**src/rtl/atm_cash_dispenser_pkg.sv**
```systemverilog
// Shared ATM definitions: menu codes, note denominations and the cash
// dispenser state encoding.
package atm_cash_dispenser_pkg;

  localparam int AMT_W     = 11;
  localparam int NUM_NOTES = 4;

  typedef enum logic [2:0] {
    MENU_BALANCE  = 3'd0,
    MENU_WITHDRAW = 3'd1,
    MENU_DEPOSIT  = 3'd2,
    MENU_PIN      = 3'd3,
    MENU_EXIT     = 3'd4
  } menu_e;

  typedef enum logic [1:0] {
    NOTE_100 = 2'd0,
    NOTE_50  = 2'd1,
    NOTE_20  = 2'd2,
    NOTE_10  = 2'd3
  } note_e;

  typedef enum logic [1:0] {
    ST_IDLE     = 2'd0,
    ST_PLAN     = 2'd1,
    ST_DISPENSE = 2'd2,
    ST_FINISH   = 2'd3
  } disp_state_e;

  function automatic logic [AMT_W-1:0] note_value(input note_e n);
    case (n)
      NOTE_100: note_value = 11'd100;
      NOTE_50:  note_value = 11'd50;
      NOTE_20:  note_value = 11'd20;
      default:  note_value = 11'd10;
    endcase
  endfunction

endpackage

```
**src/rtl/atm_note_planner.sv**
```systemverilog
// One greedy planning step: how many notes of one denomination to pay,
// bounded by what the cassette holds, and what is left to pay afterwards.
module atm_note_planner
  import atm_cash_dispenser_pkg::*;
#(
  parameter int NOTE_W = 8
) (
  input  logic [AMT_W-1:0]  remaining,
  input  note_e             denom,
  input  logic [NOTE_W-1:0] stock,
  output logic [NOTE_W-1:0] plan,
  output logic [AMT_W-1:0]  remaining_next
);

  localparam int CW = (NOTE_W > AMT_W) ? NOTE_W : AMT_W;

  logic [AMT_W-1:0] quotient;
  logic [CW-1:0]    quotient_w;
  logic [CW-1:0]    stock_w;
  logic [CW-1:0]    paid;

  // Division by a constant per denomination keeps this to fixed divider logic.
  always_comb begin
    quotient = '0;
    case (denom)
      NOTE_100: quotient = remaining / 11'd100;
      NOTE_50:  quotient = remaining / 11'd50;
      NOTE_20:  quotient = remaining / 11'd20;
      default:  quotient = remaining / 11'd10;
    endcase
  end

  always_comb begin
    quotient_w     = CW'(quotient);
    stock_w        = CW'(stock);
    plan           = (quotient_w < stock_w) ? NOTE_W'(quotient_w) : stock;
    paid           = CW'(plan) * CW'(note_value(denom));
    remaining_next = remaining - AMT_W'(paid);
  end

endmodule

```
**src/rtl/atm_cash_dispenser.sv**
```systemverilog
// Cash dispenser: greedily plans a withdrawal over four cassettes, then
// hands notes one at a time to the mechanism with a valid/ready handshake.
module atm_cash_dispenser
  import atm_cash_dispenser_pkg::*;
#(
  parameter int INIT_NOTES = 20,
  parameter int NOTE_W     = 8
) (
  input  logic             clk,
  input  logic             reset,
  input  logic             dispense_req,
  input  logic [AMT_W-1:0] amount,
  output logic             note_valid,
  output logic [1:0]       note_type,
  input  logic             note_ready,
  output logic             busy,
  output logic             done,
  output logic             reject,
  output logic [3:0]       cassette_empty
);

  disp_state_e       state, state_next;
  logic [AMT_W-1:0]  remaining;
  logic [1:0]        plan_idx;
  logic              amount_zero;
  logic              reject_q;
  logic [NOTE_W-1:0] plan_cnt [NUM_NOTES];
  logic [NOTE_W-1:0] cassette [NUM_NOTES];

  logic [NOTE_W-1:0] plan_d;
  logic [AMT_W-1:0]  remaining_next;
  logic              plan_ok;
  note_e             cur_type;
  logic              last_note;
  logic              handshake;

  atm_note_planner #(.NOTE_W(NOTE_W)) u_planner (
    .remaining      (remaining),
    .denom          (note_e'(plan_idx)),
    .stock          (cassette[plan_idx]),
    .plan           (plan_d),
    .remaining_next (remaining_next)
  );

  assign plan_ok   = (remaining_next == '0) && !amount_zero;
  assign handshake = (state == ST_DISPENSE) && note_ready;

  // Largest denomination with notes still owed is the one on offer.
  always_comb begin
    cur_type = NOTE_100;
    for (int i = NUM_NOTES - 1; i >= 0; i--)
      if (plan_cnt[i] != '0) cur_type = note_e'(i);
  end

  always_comb begin
    last_note = (plan_cnt[cur_type] == NOTE_W'(1));
    for (int i = 0; i < NUM_NOTES; i++)
      if (note_e'(i) != cur_type && plan_cnt[i] != '0) last_note = 1'b0;
  end

  always_ff @(posedge clk or posedge reset) begin
    if (reset) state <= ST_IDLE;
    else       state <= state_next;
  end

  always_comb begin
    state_next = state;
    note_valid = 1'b0;
    note_type  = 2'd0;
    busy       = (state != ST_IDLE);
    done       = 1'b0;
    reject     = reject_q;
    case (state)
      ST_IDLE:     if (dispense_req) state_next = ST_PLAN;
      ST_PLAN:     if (plan_idx == 2'd3) state_next = plan_ok ? ST_DISPENSE : ST_IDLE;
      ST_DISPENSE: begin
        note_valid = 1'b1;
        note_type  = cur_type;
        if (handshake && last_note) state_next = ST_FINISH;
      end
      ST_FINISH: begin
        done       = 1'b1;
        state_next = ST_IDLE;
      end
      default:     state_next = ST_IDLE;
    endcase
  end

  // Reset refills the cassettes, abandoning any payout in progress.
  always_ff @(posedge clk or posedge reset) begin
    if (reset) begin
      remaining   <= '0;
      plan_idx    <= 2'd0;
      amount_zero <= 1'b0;
      reject_q    <= 1'b0;
      for (int i = 0; i < NUM_NOTES; i++) begin
        plan_cnt[i] <= '0;
        cassette[i] <= NOTE_W'(INIT_NOTES);
      end
    end else begin
      reject_q <= 1'b0;
      case (state)
        ST_IDLE: if (dispense_req) begin
          remaining   <= amount;
          amount_zero <= (amount == '0);
          plan_idx    <= 2'd0;
        end
        ST_PLAN: begin
          plan_cnt[plan_idx] <= plan_d;
          remaining          <= remaining_next;
          plan_idx           <= plan_idx + 2'd1;
          if (plan_idx == 2'd3 && !plan_ok) begin
            reject_q <= 1'b1;
            for (int i = 0; i < NUM_NOTES; i++) plan_cnt[i] <= '0;
          end
        end
        ST_DISPENSE: if (handshake) begin
          plan_cnt[cur_type] <= plan_cnt[cur_type] - NOTE_W'(1);
          cassette[cur_type] <= cassette[cur_type] - NOTE_W'(1);
        end
        default: ;
      endcase
    end
  end

  always_comb begin
    cassette_empty = '0;
    for (int i = 0; i < NUM_NOTES; i++)
      cassette_empty[i] = (cassette[i] == '0);
  end

endmodule

```
**config.mk**
```make
export PLATFORM = sky130hd
export DESIGN_NAME = atm_cash_dispenser
export DESIGN_NICKNAME = d
export VERILOG_FILES = /design/src/rtl/atm_cash_dispenser_pkg.sv /design/src/rtl/atm_note_planner.sv /design/src/rtl/atm_cash_dispenser.sv
export SDC_FILE = /design/constraint.sdc
export NUM_CORES = 1
export LEC_CHECK = 0
export ABC_AREA = 1
export ABC_CLOCK_PERIOD_IN_PS = 32400
export CAP_MARGIN = 5
export CELL_PAD_IN_SITES_DETAIL_PLACEMENT = 1
export CELL_PAD_IN_SITES_GLOBAL_PLACEMENT = 1
export CORE_MARGIN = 4
export CORE_UTILIZATION = 51
export CTS_BUF_LIST = sky130_fd_sc_hd__clkbuf_8
export CTS_CLUSTER_DIAMETER = 200
export CTS_CLUSTER_SIZE = 12
export DETAILED_ROUTE_END_ITERATION = 8
export MAX_ROUTING_LAYER = met4
export PLACE_DENSITY_LB_ADDON = 0.1
export SLEW_MARGIN = 20
export SYNTH_ARGS = -nofsm -noshare
export SYNTH_HDL_FRONTEND = slang
export SYNTH_SLANG_ARGS = --single-unit
```
**constraint.sdc**
```tcl
create_clock -name clk -period 32.4 [get_ports clk]
set_input_delay 6.48 -clock clk [delete_from_list [all_inputs] [get_ports clk]]
set_output_delay 6.48 -clock clk [all_outputs]
set_load 0.005 [all_outputs]
```
==> out/results.ini, run 1 <==
[cells_and_area]
nets = 1424
diodes = 0
final_common_cell = nand2_1
postLayoutCoreUtil_pct = 55.49
filler_cell_count = 2329
regArea_um2 = 2037
multi_input_area_um2 = 5959
syn2layout_area_growth_pct = 7.299
final_cell_mix = 337 x nand2_1, 182 x inv_1, 123 x nor2_1, 88 x ha_1, 79 x o21ai_0
drive_gt1_share_pct = 6.538

[clock_tree]
clk_pin_slew_ns = 0.10
ctsResizeCount = 0
insertion_delay_ns = 0.39
cts_tree = built
h-tree-depth = 3
postCtsSetupBuffers = 0
root_buffer = clkbuf_8
cts.sinks = 81
ctsLongestPathBuffers = 2
cts-buffers-inserted = 9
ctsHoldBuffers = 0

[floorplan]
die_h_um = 140.2
io_pins = 25
core_um2 = 17240
fp.dieW_um = 140.2
rows = 48
start_util_pct = 51.71
die_area_um2 = 19660

[global_routing]
grt_pass1_vias = 9199
grt_util_all_layers_pct = 31.46
grt_pass1_wl_um = 48080
antenna_found_initial = 0
globalRoute.totalOverflow = 0
grt_start_max_net_pins = 82

[synthesis]
syn-mean-instance-area_um2 = 6.931
synth.distinct_cells = 49
async_reset_ff_share_pct = 100.0
syn_area_um2 = 8914
synthCells = 1286
ys_seq_area_share_pct = 22.85
synth_edf_count = 0
synth_ff_type = dfrtp_1
synth-seq-cells = 81
synth_nets = 1415
yosysWarnings = 0

[run]
drv_cap = 0

[timing]
max_clock_freq_mhz = 49.49
period_share_pct = 62.37
min_period_ns = 20.21
tightest_slew_ns = 1.002
finalHoldViolations = 0
finalSetupTns_ns = 0
final_max_slew_viol_count = 0
rsz0062_at_grt = no
setup_viol = 0
final.setup_skew_ns = 0.01924
slew-limit-headroom_pct = 33.19

[detailed_routing]
first_pass_iters = 5
drt-initial-drc-count = 669
drcViolationCount = 0
drt-total-wl_um = 29510
vias = 8834
antenna_left = 0
drt-wirelength-per-cell_um = 19.35
vias_per_cell = 5.793

[setup_path]
crit_end = plan_cnt[29]
r2r_cells = 115
slowest_stage = a21oi_1
cp-start-kind = register
reg2reg_from = plan_idx[0]
critPathMostFrequentCell = nand2_1
path_max_fanout = 36
crit_start = plan_idx[0]
worstSetupPathType = reg -> reg
r2r_slack_ns = 12.19
cp.arrival_ns = 20.50
critPathCaptureType = register
required_ns = 32.69
critical_path.max_stage_delay_ns = 0.85
timing.rr.end = plan_cnt[29]

[hold_path]
min_path_type = reg -> reg

[placed_design]
place_congestion = 0.9838
dp_hpwl_um = 23290
io_buffers = 24

[run_status]
status = complete, no violations

[synthesized netlist by cell type (21+ instances only)]
cell	instances	area share, %
nor2_1	123	5.2
xnor2_1	21	2.1
a21oi_1	51	2.9
inv_1	183	7.7
clkbuf_1	23	0.97
fa_1	26	5.8
o21ai_0	79	4.4
nand2_1	337	14
dfrtp_1	73	20
ha_1	88	12
xor2_1	23	2.3
nand3_1	77	4.3
[state kept, by name (all words and copies together) (netlist names), named ones only]
register     flops
plan_cnt        32
amount_zero      1
reject           1
remaining       11
state            1
cassette        32
plan_idx         2
[routing by layer]
metal	vias up	global-route usage (%)	part of all wire, %
met2	258	50.40	47
met5	-	-	0
met4	0	10.81	3.3
met3	68	3.517	4.8
met1	4321	41.62	45
li1	4187	-	-
[how the worst min path moves through the flow]
stage                            start           end  cells past startpoint
after floorplan           plan_cnt[18]  plan_cnt[18]                      2
after CTS                 plan_cnt[31]  plan_cnt[31]                      2
after detailed placement  plan_cnt[31]  plan_cnt[31]                      2
after global routing      plan_cnt[31]  plan_cnt[31]                      2
final                     plan_cnt[31]  plan_cnt[31]                      2
after global placement    cassette[13]  cassette[13]                      2
[metrics by stage]
stage	cell area [um^2]	std cells	hold slack [ns]	setup slack, ns
finish	9564	1525	0.4954	12.19
global route	9564	1525	0.5177	10.30
CTS	9560	1525	0.4977	12.46
detailed placement	9325	1509	0.4751	12.54
global placement	9325	1509	0.4647	13.31
floorplan	8914	1286	0.4488	15.49
[final cells by class]
cell class                      count  share of cell area, %
Clock buffer                       10                  1.439
Clock inverter                      6                  1.020
Inverter                          198                  7.810
Multi-Input combinational cell    973                  62.31
Sequential cell                    81                  21.30
Tap cell                          225                  2.943
Timing Repair Buffer               32                  3.179
[worst max-delay path: cells and delay by family, from the launching register on]
| kind | cells | cell delay [ns] |
|---|---|---|
| DFF | 1 | 0.78 |
| xor gates and xnor gates | 1 | 0.13 |
| buffers and inverters | 20 | 2.47 |
| and+or+nand+nor | 57 | 6.29 |
| AOI/OAI and AO/OA | 22 | 4.72 |
| adders and majority gates | 15 | 5.67 |
[kinds of logic (layout without fill, tap and decap cells)]
logic type | Yosys count | in the layout | synth area share [%]
AO/OA/AOI/OAI | 205 | 205 | 14.21
XOR/XNOR | 44 | 44 | 4.323
adder cells (fa/ha/maj) | 114 | 114 | 18.19
buffers and inverters | 232 | 246 | 10.29
flip-flops | 81 | 81 | 22.85
AND/OR/NAND/NOR | 610 | 610 | 30.14
Power of run 1 is left out: the tool's default activity adds up to more than one toggle a clock period on the data nets, which glitch-free logic cannot reach.
==> inputs of run 2 (changes only) <==
Settings changed: ABC_CLOCK_PERIOD_IN_PS 32400 to 16500, CORE_UTILIZATION 51 to 43.
Clock period 32.4 ns to 16.5 ns, I/O delays scaled along.
==> run 2 against run 1 <==
  * Critical endpoint unchanged
  * Clock skew is 0.0077 ns lower
  * Clock-buffer cell count is 1 lower
  * Cell area is 16% higher
  * Largest cell class unchanged
  * Worst setup slack worse by 12 ns
  * Hold slack worse by 0.0011 ns
  * Die area is 18% higher
==> out/results.ini, run 2 (synthesis results as in run 1) <==
[run_status]
status = complete, no violations

[detailed_routing]
wl_met3_um = 1419  ; -0.56%
first_pass_iters = 5  ; unchanged
antenna_left = 0  ; unchanged
vias_per_cell = 5.590  ; -3.5%
vias = 9335  ; +5.7%
drcViolationCount = 0  ; unchanged
drt-met1-wl_um = 14330  ; +8.4%
drt-initial-drc-count = 617  ; -7.8%
wl_met2_um = 16890  ; +21%
highest_layer = met4
drt-total-wl_um = 33360  ; +13%
drt-wirelength-per-cell_um = 19.98  ; +3.2%

[setup_path]
cp.arrival_ns = 16.39  ; -4.11 ns
cp-start-kind = register
worstSetupPathType = reg -> reg
critPathCaptureType = register
required_ns = 16.80  ; -15.89 ns
path_max_fanout = 8  ; -78%
critical_path.max_stage_delay_ns = 0.58  ; -0.27 ns
slowest_stage = fa_1

[global_routing]
grt_util_all_layers_pct = 27.09  ; -4.4 points
grt_pass1_wl_um = 49370  ; +2.7%
grt_pass1_vias = 9374  ; +1.9%
globalRoute.totalOverflow = 0  ; unchanged
antenna_found_initial = 0  ; unchanged
grt_start_max_net_pins = 82  ; unchanged

[cells_and_area]
filler_cell_count = 2625  ; +13%
reg.largest.list = cassette x32, plan_cnt x32, remaining x11
diodes = 0  ; unchanged
finalNonFillerCells = 1670  ; +9.5%
final_common_cell = nand2_1
nets = 1524  ; +7.0%
final_cell_mix = 307 x nand2_1, 175 x inv_1, 102 x nor2_1, 95 x buf_4, 73 x ha_1
fin_area_um2 = 11130  ; +16%
syn2layout_area_growth_pct = 24.82
drive_gt1_share_pct = 22.21  ; +16 points
postLayoutCoreUtil_pct = 54.81  ; -0.68 points

[floorplan]
start_util_pct = 43.91  ; -7.8 points
rows = 52  ; +8.3%
core_um2 = 20300  ; +18%
io_pins = 25  ; unchanged
die_h_um = 152.0  ; +8.4%
fp.dieW_um = 152.0  ; +8.4%
die_area_um2 = 23100  ; +18%

[placed_design]
dp.cells = 1600  ; +6.0%
place_congestion = 0.9215  ; -6.3%
pre_cts_ws_ns = -0.8866  ; -13.42 ns
place_area_um2 = 9737  ; +4.4%
dp_hpwl_um = 24130  ; +3.6%
io_buffers = 24  ; unchanged

[timing]
fin_ws_ns = 0.4057  ; -11.79 ns
max_clock_freq_mhz = 62.13  ; +26%
setup_viol = 0  ; unchanged
final.setup_skew_ns = 0.01155  ; -0.007688 ns
period_share_pct = 97.54  ; +35 points
min_period_ns = 16.09  ; -4.113 ns
slew-limit-headroom_pct = 21.71  ; -11 points
final_max_slew_viol_count = 0  ; unchanged
tightest_slew_ns = 1.174  ; +0.1721 ns
finalHoldViolations = 0  ; unchanged

[clock_tree]
clk_pin_slew_ns = 0.11  ; about the same
cts-buffers-inserted = 9  ; unchanged
cts_tree = built
ctsLongestPathBuffers = 2  ; unchanged
cts.sinks = 81  ; unchanged
h-tree-depth = 3  ; unchanged
insertion_delay_ns = 0.39  ; about the same
root_buffer = clkbuf_8

[run]
drv_cap = 0  ; unchanged

[hold_path]
min_path_type = reg -> reg

[run 2: repair_timing]
action	in CTS	in global routing
pin swaps	9	80
hold endpoints to repair	0	0
gates cloned	2	2
endpoints found under the setup margin	37	40
setup buffers	8	42
hold buffers	0	0
gates resized for setup	28	158
[run 2: through the flow]
step | hold slack, ns | setup TNS (ns)
6_report | 0.4944 | 0
5_1_grt | 0.5246 | -16.90
4_1_cts | 0.5002 | 0
3_5_place_dp | 0.4747 | -27.16
3_3_place_gp | 0.4670 | -9.356
2_1_floorplan | 0.4488 | 0
[run 2: worst paths after layout]
| kind | start | endpoint | slack [ns] | cells after the start |
|---|---|---|---|---|
| setup / recovery | plan_idx[1] | plan_cnt[29] | 0.41 | 118 |
| hold / removal | plan_cnt[18] | plan_cnt[18] | 0.49 | 2 |
| setup reg to reg | plan_idx[1] | plan_cnt[29] | 0.41 | 118 |
| hold reg to reg | plan_cnt[18] | plan_cnt[18] | 0.49 | 2 |
| max in group asynchronous | reset | plan_idx[0] | 12.48 | 3 |
| min in group asynchronous | reset | cassette[14] | 3.43 | 3 |
[run 2: cell type report]
type                       count  area (um^2)  area share, %
inverter                     198        780.7          7.018
clock inverter                 7        86.33         0.7760
multi-input combinational    976         6680          60.04
timing repair buffer         128         1072          9.638
clock buffer                   9        123.9          1.113
sequential                    81         2039          18.33
timing repair inverter         1        5.005        0.04498
tap                          270        337.8          3.036
[run 2: layer usage]
layer	GRT usage, %	vias to the layer above
met5	-	-
met4	6.336	0
met3	4.352	62
met2	45.15	253
met1	34.76	4632
li1	-	4388
[run 2: critical path, delay by kind of cell (launching register included)]
| family | cells | cell delay [ns] |
|---|---|---|
| AO/OA/AOI/OAI | 18 | 2.65 |
| XOR/XNOR | 1 | 0.16 |
| adder cells (fa/ha/maj) | 15 | 4.79 |
| buffers and inverters | 21 | 1.75 |
| flip-flops | 1 | 0.46 |
| AND/OR/NAND/NOR | 63 | 6.07 |
Power of run 2 is left out for the same reason.
